$ cat config.mk
export PLATFORM = sky130hd
export DESIGN_NAME = gshare_branch_predictor
export DESIGN_NICKNAME = d
export VERILOG_FILES = /design/src/rtl/gshare_branch_predictor.sv
export SDC_FILE = /design/constraint.sdc
export NUM_CORES = 1
export LEC_CHECK = 0
export CAP_MARGIN = 25
export CELL_PAD_IN_SITES_DETAIL_PLACEMENT = 0
export CELL_PAD_IN_SITES_GLOBAL_PLACEMENT = 1
export CORE_UTILIZATION = 31
export DETAILED_ROUTE_END_ITERATION = 8
export PLACE_DENSITY_LB_ADDON = 0.1
export SLEW_MARGIN = 10
export SYNTH_ARGS = -nofsm -noshare
export SYNTH_HDL_FRONTEND = slang
export SYNTH_SLANG_ARGS = --single-unit
$ cat constraint.sdc
create_clock -name clk -period 7.15 [get_ports clk]
set_input_delay 1.43 -clock clk [delete_from_list [all_inputs] [get_ports clk]]
set_output_delay 1.43 -clock clk [all_outputs]
set_load 0.02 [all_outputs]
$ cat src/rtl/gshare_branch_predictor.sv
// gshare_branch_predictor
//
// Gshare direction predictor for the lc3b fetch stage. A table of 2-bit
// saturating counters (the PHT) is indexed by the branch PC XOR-ed with a
// speculative global history register. Fetch looks up a prediction every
// cycle, and writeback later trains the indexed counter. On a mispredict,
// writeback also restores the history from the checkpoint taken at lookup.
// After reset, a sweep writes INIT_CTR into every PHT entry. The block
// reports not-ready until the sweep has finished.
//
// Ports
//   clk               clock; all state changes on the rising edge
//   reset             synchronous, active-high; restarts the init sweep
//   lookup_valid      fetch is predicting a branch this cycle
//   lookup_pc         16-bit PC of the branch being fetched
//   predict_taken     combinational prediction (0 while not ready)
//   predict_index     PHT index used by this lookup (carried to update_index)
//   predict_history   speculative history before this lookup (checkpoint)
//   update_valid      writeback resolves a conditional branch
//   update_index      predict_index captured at lookup
//   update_taken      resolved direction
//   update_mispredict resolved direction differs from the prediction
//   update_history    predict_history captured at lookup
//   ready             PHT initialised; lookups and updates are honoured

module gshare_branch_predictor #(
    parameter int         HIST_BITS  = 4,
    parameter int         INDEX_BITS = 6,
    parameter logic [1:0] INIT_CTR   = 2'b01
) (
    input  logic                  clk,
    input  logic                  reset,
    input  logic                  lookup_valid,
    input  logic [15:0]           lookup_pc,
    output logic                  predict_taken,
    output logic [INDEX_BITS-1:0] predict_index,
    output logic [HIST_BITS-1:0]  predict_history,
    input  logic                  update_valid,
    input  logic [INDEX_BITS-1:0] update_index,
    input  logic                  update_taken,
    input  logic                  update_mispredict,
    input  logic [HIST_BITS-1:0]  update_history,
    output logic                  ready
);

    localparam int PHT_SIZE = 1 << INDEX_BITS;

    localparam logic [0:0] ST_INIT = 1'b0;
    localparam logic [0:0] ST_RUN  = 1'b1;

    logic [0:0]            state;
    logic [INDEX_BITS-1:0] sweep_ctr;
    logic [HIST_BITS-1:0]  spec_hist;
    logic [1:0]            pht [PHT_SIZE];

    logic [INDEX_BITS-1:0] hist_ext;
    logic [INDEX_BITS-1:0] lookup_index;
    logic [1:0]            lookup_ctr;
    logic [HIST_BITS-1:0]  hist_after_lookup;
    logic [HIST_BITS-1:0]  hist_after_restore;
    logic                  unused_pc_bits;

    // Index generation and the read side of the PHT. The history is
    // zero-extended so that it only folds into the low PC bits. The read is
    // purely combinational, so a same-cycle update is not visible to the
    // lookup.
    assign hist_ext        = INDEX_BITS'(spec_hist);
    assign lookup_index    = lookup_pc[INDEX_BITS:1] ^ hist_ext;
    assign lookup_ctr      = pht[lookup_index];
    assign ready           = (state == ST_RUN) && !reset;
    assign predict_taken   = ready && lookup_ctr[1];
    assign predict_index   = lookup_index;
    assign predict_history = spec_hist;

    // PC bit 0 and the bits above the index are unused.
    assign unused_pc_bits = ^lookup_pc;

    // Shift a new outcome into the history. The truncating cast drops the
    // oldest bit, so this also works for a one-bit history.
    assign hist_after_lookup  = HIST_BITS'({spec_hist, predict_taken});
    assign hist_after_restore = HIST_BITS'({update_history, update_taken});

    // Control state: the sweep counter, the INIT/RUN state and the
    // speculative history. While in RUN, a mispredict restore takes priority
    // over the speculative shift from a lookup in the same cycle.
    always_ff @(posedge clk) begin
        if (reset) begin
            state     <= ST_INIT;
            sweep_ctr <= '0;
            spec_hist <= '0;
        end else if (state == ST_INIT) begin
            sweep_ctr <= sweep_ctr + 1'b1;
            if (sweep_ctr == '1) begin
                state <= ST_RUN;
            end
        end else begin
            if (update_valid && update_mispredict) begin
                spec_hist <= hist_after_restore;
            end else if (lookup_valid) begin
                spec_hist <= hist_after_lookup;
            end
        end
    end

    // PHT write port. Reset does not clear the table directly. During INIT,
    // the sweep writes one entry per cycle. During RUN, resolved branches
    // train their counter, which saturates at both ends.
    always_ff @(posedge clk) begin
        if (!reset) begin
            if (state == ST_INIT) begin
                pht[sweep_ctr] <= INIT_CTR;
            end else if (update_valid) begin
                if (update_taken) begin
                    if (pht[update_index] != 2'b11) begin
                        pht[update_index] <= pht[update_index] + 2'd1;
                    end
                end else begin
                    if (pht[update_index] != 2'b00) begin
                        pht[update_index] <= pht[update_index] - 2'd1;
                    end
                end
            end
        end
    end

endmodule

# --- After elaboration in Yosys (flattened, before gate mapping) ---
# Memories as Yosys holds them, arrays and structs flattened.
# Cells that the tools add are included.
word_totals:
  regBits: 11
  ramBits: 128
  in_bits: 32
  out_inout_bits: 12
  elab_cells: 42
  n_memories: 1
mem_list:
  columns: ["name", "words", "word_bits", "rd", "rd_clocked_by_memory_dff", "write_ports", "line_no", "rtl"]
  rows:
  - ["pht", 64, 2, 2, 0, 1, "54", "logic [1:0] pht [PHT_SIZE];"]
op_classes:
  n_addsub: 3
  eq_ne: 2
  n_mux: 23
  bitwise_logic: 2
  n_reduce_logical: 8
ops:
  columns: ["operator", "count"]
  rows:
  - ["$mux 1", 18]
  - ["$mux 4", 2]
  - ["$add 6x1->6 const B", 1]
  - ["$eq 6x6->1 const B", 1]
  - ["$mux 6", 1]
  - ["$xor 6x4->6", 1]
  - ["$mux 2", 2]
  - ["$reduce_bool 2->1", 2]
  - ["$logic_and 1x1->1", 3]
  - ["$add 2x1->2 const B", 1]
  - ["$ne 2x2->1 const B", 1]
  - ["$reduce_and 2->1", 1]
  - ["$reduce_or 2->1", 1]
  - ["$sub 2x1->2 const B", 1]
  - ["$logic_not 1->1", 1]
  - ["$or 1x1->1", 1]

# --- Longest topological paths before layout ---
# An unclocked memory read counts as a cell.
logic_depth:
  word_depth: 11
  depth_mapped: 11
  depth_no_buf: 8

# --- Worst setup path before layout ---
# Ideal clock, no wire load.
synth_timing:
  path_kind: "input to register"
  from: "in update_index[0]"
  to: "mem pht[0][1], data pin"
  arrival_time_ps: 5877
  t_required_ps: 6430
  path_slack_ps: 552
  stages: 10
  n_path_buf: 3
  path_cell_list: "buf_6 > buf_6 > mux4_2 > nand3_1 > o2111ai_1 > a311o_1 > buf_2 > a21oi_1 > nor3_1 > a211oi_1"
synth_between:
  elab_chain_len: 11
  word_cells_on_any_way: 21
  classes_between: "add/sub (2); eq/ne (1); mux (14); bitwise (1); reduce/logical (2); memory (1)"
synth_lines:
  columns: ["item", "line_no", "rtl"]
  rows:
  - ["start, declared", "39", "input logic [INDEX_BITS-1:0] update_index,"]
  - ["$mem_v2 64x2 *", null, null]
  - ["$ne 2x2->1 / $reduce_bool 2->1 (equally long branches)", "114, 118", null]
  - ["$mux 1, on equally long branches", "114, 118", null]
  - ["$mux 1", "113", "if (update_taken) begin"]
  - ["$mux 1", "112", "end else if (update_valid) begin"]
  - ["$mux 1", "110", "if (state == ST_INIT) begin"]
  - ["$mux 1", "109", "if (!reset) begin"]
  - ["$mux 1, on equally long branches", "115, 119", null]
  - ["$or 1x1->1 (no source line)", null, null]
  - ["$reduce_or 2->1 (no source line)", null, null]
  - ["$mux 2 (no source line) *", null, null]
  - ["end, declared", "54", null]
# Every way passes the cells marked *; elsewhere a longest branch is shown, timed or not.

# --- Worst setup path after layout ---
layout_timing:
  from: "in lookup_pc[1]"
  to: "out predict_taken"
layout_between:
  elab_chain_len: 3
layout_lines:
  columns: ["item", "line_no", "rtl"]
  rows:
  - ["start, declared", "34", "input logic [15:0] lookup_pc,"]
  - ["$xor 6x4->6", "68", "assign lookup_index = lookup_pc[INDEX_BITS:1] ^ hist_ext;"]
  - ["$mem_v2 64x2", null, null]
  - ["$logic_and 1x1->1", "71", "assign predict_taken = ready && lookup_ctr[1];"]
  - ["end, declared", "35", "output logic predict_taken,"]
# Every way passes these cells.

==> impl_metrics.yaml <==
global_route:
  grt_pass1_vias: 5187
  grt_pass1_wl_um: 34600
  antenna_found_initial: 0
  grt_usage_pct: 20.1
  grt_max_degree: 65
  globalRouteOverflowTotal: 0
worst_setup_path:
  path_class: "primary input to output port"
  crit_end: "predict_taken"
  reg2reg_slack_ns: 3.23
  arrival_ns: 4.77
  required_ns: 5.72
  reg2reg_from: "pht[50][0]"
  worst_setup_path_end_kind: "output port"
  critPathLaunch: "lookup_pc[1]"
  worstSetupStartpointType: "primary input"
  reg2reg_to: "pht[46][0]"
  reg2reg_depth: 7
  crit_fanout: 9
yosys:
  synthAdderAreaFrac_pct: 0.167
  ys_ff_latch: 139
  avgSynthCellArea_um2: 14.1
  ys_seq_area_share_pct: 54.3
  synth_area_leader_cell: "edfxtp_1"
  synthSimpleGateAreaFrac_pct: 9.17
  yosysWarnings: 0
  synth_area_um2: 7490
  post_synth_mux_area_share_pct: 17.7
  synth_compound_area_share_pct: 14.8
  synth_top_cell_area_share_pct: 51.3
  yosys-top-cells-area: "edfxtp_1 51%, mux4_2 15%, a22oi_1 5.7%"
  synth_edf_count: 128
  synth_top_family_by_area: "multiplexers"
  postSynthCellCount: 530
  ys.flop_type: "edfxtp_1"
  yosysUniqueCellTypes: 65
  synth_nets: 563
  async_flop_share_pct: 0
  synth_xor_area_share_pct: 0.919
sta:
  tns_ns: 0
  period_minus_slack_ns: 6.20
  rsz0062_at_grt: "no"
  finalHoldViolations: 0
  whs_ns: 0.534
  max_freq_mhz: 161
  worst_slew_pin_slew_ns: 0.972
  relSlewSlack_pct: 35.0
  setup_viol: 0
  clock_skew_ns: 0.0127
  drv_slew: 0
  period_share_pct: 86.7
placed_design:
  place_congestion: 0.868
  io_buffer_count: 32
  dpl.hpwl_um: 16300
cells_and_area:
  final_cell_mix: "128 x edfxtp_1, 57 x a22oi_1, 50 x mux4_2"
  fillerInstances: 2278
  seqCellArea_um2: 4060
  syn2layout_area_growth_pct: 17.3
  num-nets-final: 595
  multi_input_area_um2: 3230
  layout-drive-gt1-share_pct: 22.6
  mostFrequentLayoutCell: "edfxtp_1"
  diodes: 0
route:
  drcViolationCount: 0
  drt_iter0_markers: 540
  antenna_left: 0
  wl_per_cell_um: 26.5
  via_per_inst: 5.85
  drtPass1Iterations: 5
  totalWireLength_um: 23700
  num_vias: 5233
clock_tree:
  htree_levels: 4
  numClockSinks: 139
  cts_resized: 0
  cts_tree: "built"
  root_buffer: "clkbuf_16"
  clk_pin_slew_ns: 0.06
  insertion_delay_ns: 0.43
  cts_post_setup_buffers_inserted: 0
  clk_path_buf_depth: 2
  holdBufCountCts: 0
  cts-buffers-inserted: 17
power:
  p_per_area_nw_per_um2: 221
  p_leak_nw: 2.88
  ir_drop_v: 0.000126
job:
  cap_violations: 0
hold_path:
  min_path_type: "flip-flop to flip-flop"
floorplan:
  die-area_um2: 24800
  start_util_pct: 31.7
  die_y_um: 157
  ios: 44
  row_count: 56
  die_w_um: 157
  core_um2: 23600
status:
  status: "completed"
cell families after synthesis:
logic type	Yosys count
AOI/OAI and AO/OA	134
and+or+nand+nor	135
adders and majority gates	1
DFF	139
muxes	69
xor gates and xnor gates	7
buffers and inverters	45
flip-flops by register name (all words and copies together), names as in the netlist:
signal	count
predict_history	4
pht	128
state	1
sweep_ctr	6
layer usage:
metal,GRT usage [%],share of wire [%],vias to the layer above
met3,6.03,6.6,35
li1,-,-,2286
met2,31.4,48,188
met4,7.26,2.3,0
met5,0,0,-
met1,26.2,43,2724
cells in the mapped netlist, types with 7 or more instances:
cell type  count
a221oi_1       8
dfxtp_1       11
clkbuf_1      15
nor3_1        13
nand4_1        7
a22oi_1       57
buf_2         15
nand3_1       19
a21oi_1        7
mux4_2        50
mux2i_1       14
edfxtp_1     128
o211ai_1       7
nor2b_1        9
nand2_1       25
nor2_1        34
critical path, cell delays in order:
cell	delay, ns
clkdlybuf4s50_1	0.55
xor2_4	0.53
buf_12	0.23
mux4_2	0.54
mux4_2	0.50
mux2i_1	0.15
mux2_2	0.24
nor2_1	0.06
clkdlybuf4s50_1	0.53
report_power, final:
group          internal (W)  switching (W)
combinational     0.0000590      0.0000982
sequential         0.000877     0.00000291
clock              0.000520       0.000380
total               0.00146       0.000481
per-stage QoR:
stage / worst slack (ns) / cells / utilization (%) / total power (W) / area, µm²
global route: 0.777 / 894 / 37.2 / 0.00199 / 8780
detailed placement: 0.901 / 861 / 34.6 / 0.00105 / 8180
CTS: 0.889 / 893 / 37.1 / 0.00195 / 8770
floorplan: 0.552 / 530 / - / 0.000996 / 7490
global placement: 0.884 / 861 / 34.6 / 0.00105 / 8180
finish: 0.952 / 894 / 37.2 / 0.00194 / 8780
worst min-delay path by stage:
stage / from / endpoint / slack (ns) / cells after the start
floorplan: sweep_ctr[4] / sweep_ctr[4] / 0.49 / 2
global placement: sweep_ctr[4] / sweep_ctr[4] / 0.52 / 2
detailed placement: sweep_ctr[4] / sweep_ctr[4] / 0.53 / 2
CTS: sweep_ctr[4] / sweep_ctr[4] / 0.54 / 2
global route: sweep_ctr[4] / sweep_ctr[4] / 0.57 / 2
finish: sweep_ctr[4] / sweep_ctr[4] / 0.53 / 2
cell type report:
cell class / count / share of cell area (%)
sequential: 139 / 46.3
multi-input combinational: 346 / 36.7
timing repair buffer: 51 / 5.44
clock buffer: 17 / 4.84
tap: 319 / 4.54
clock inverter: 15 / 1.87
inverter: 7 / 0.299
Note: power is estimated with default switching activity, not from simulation.
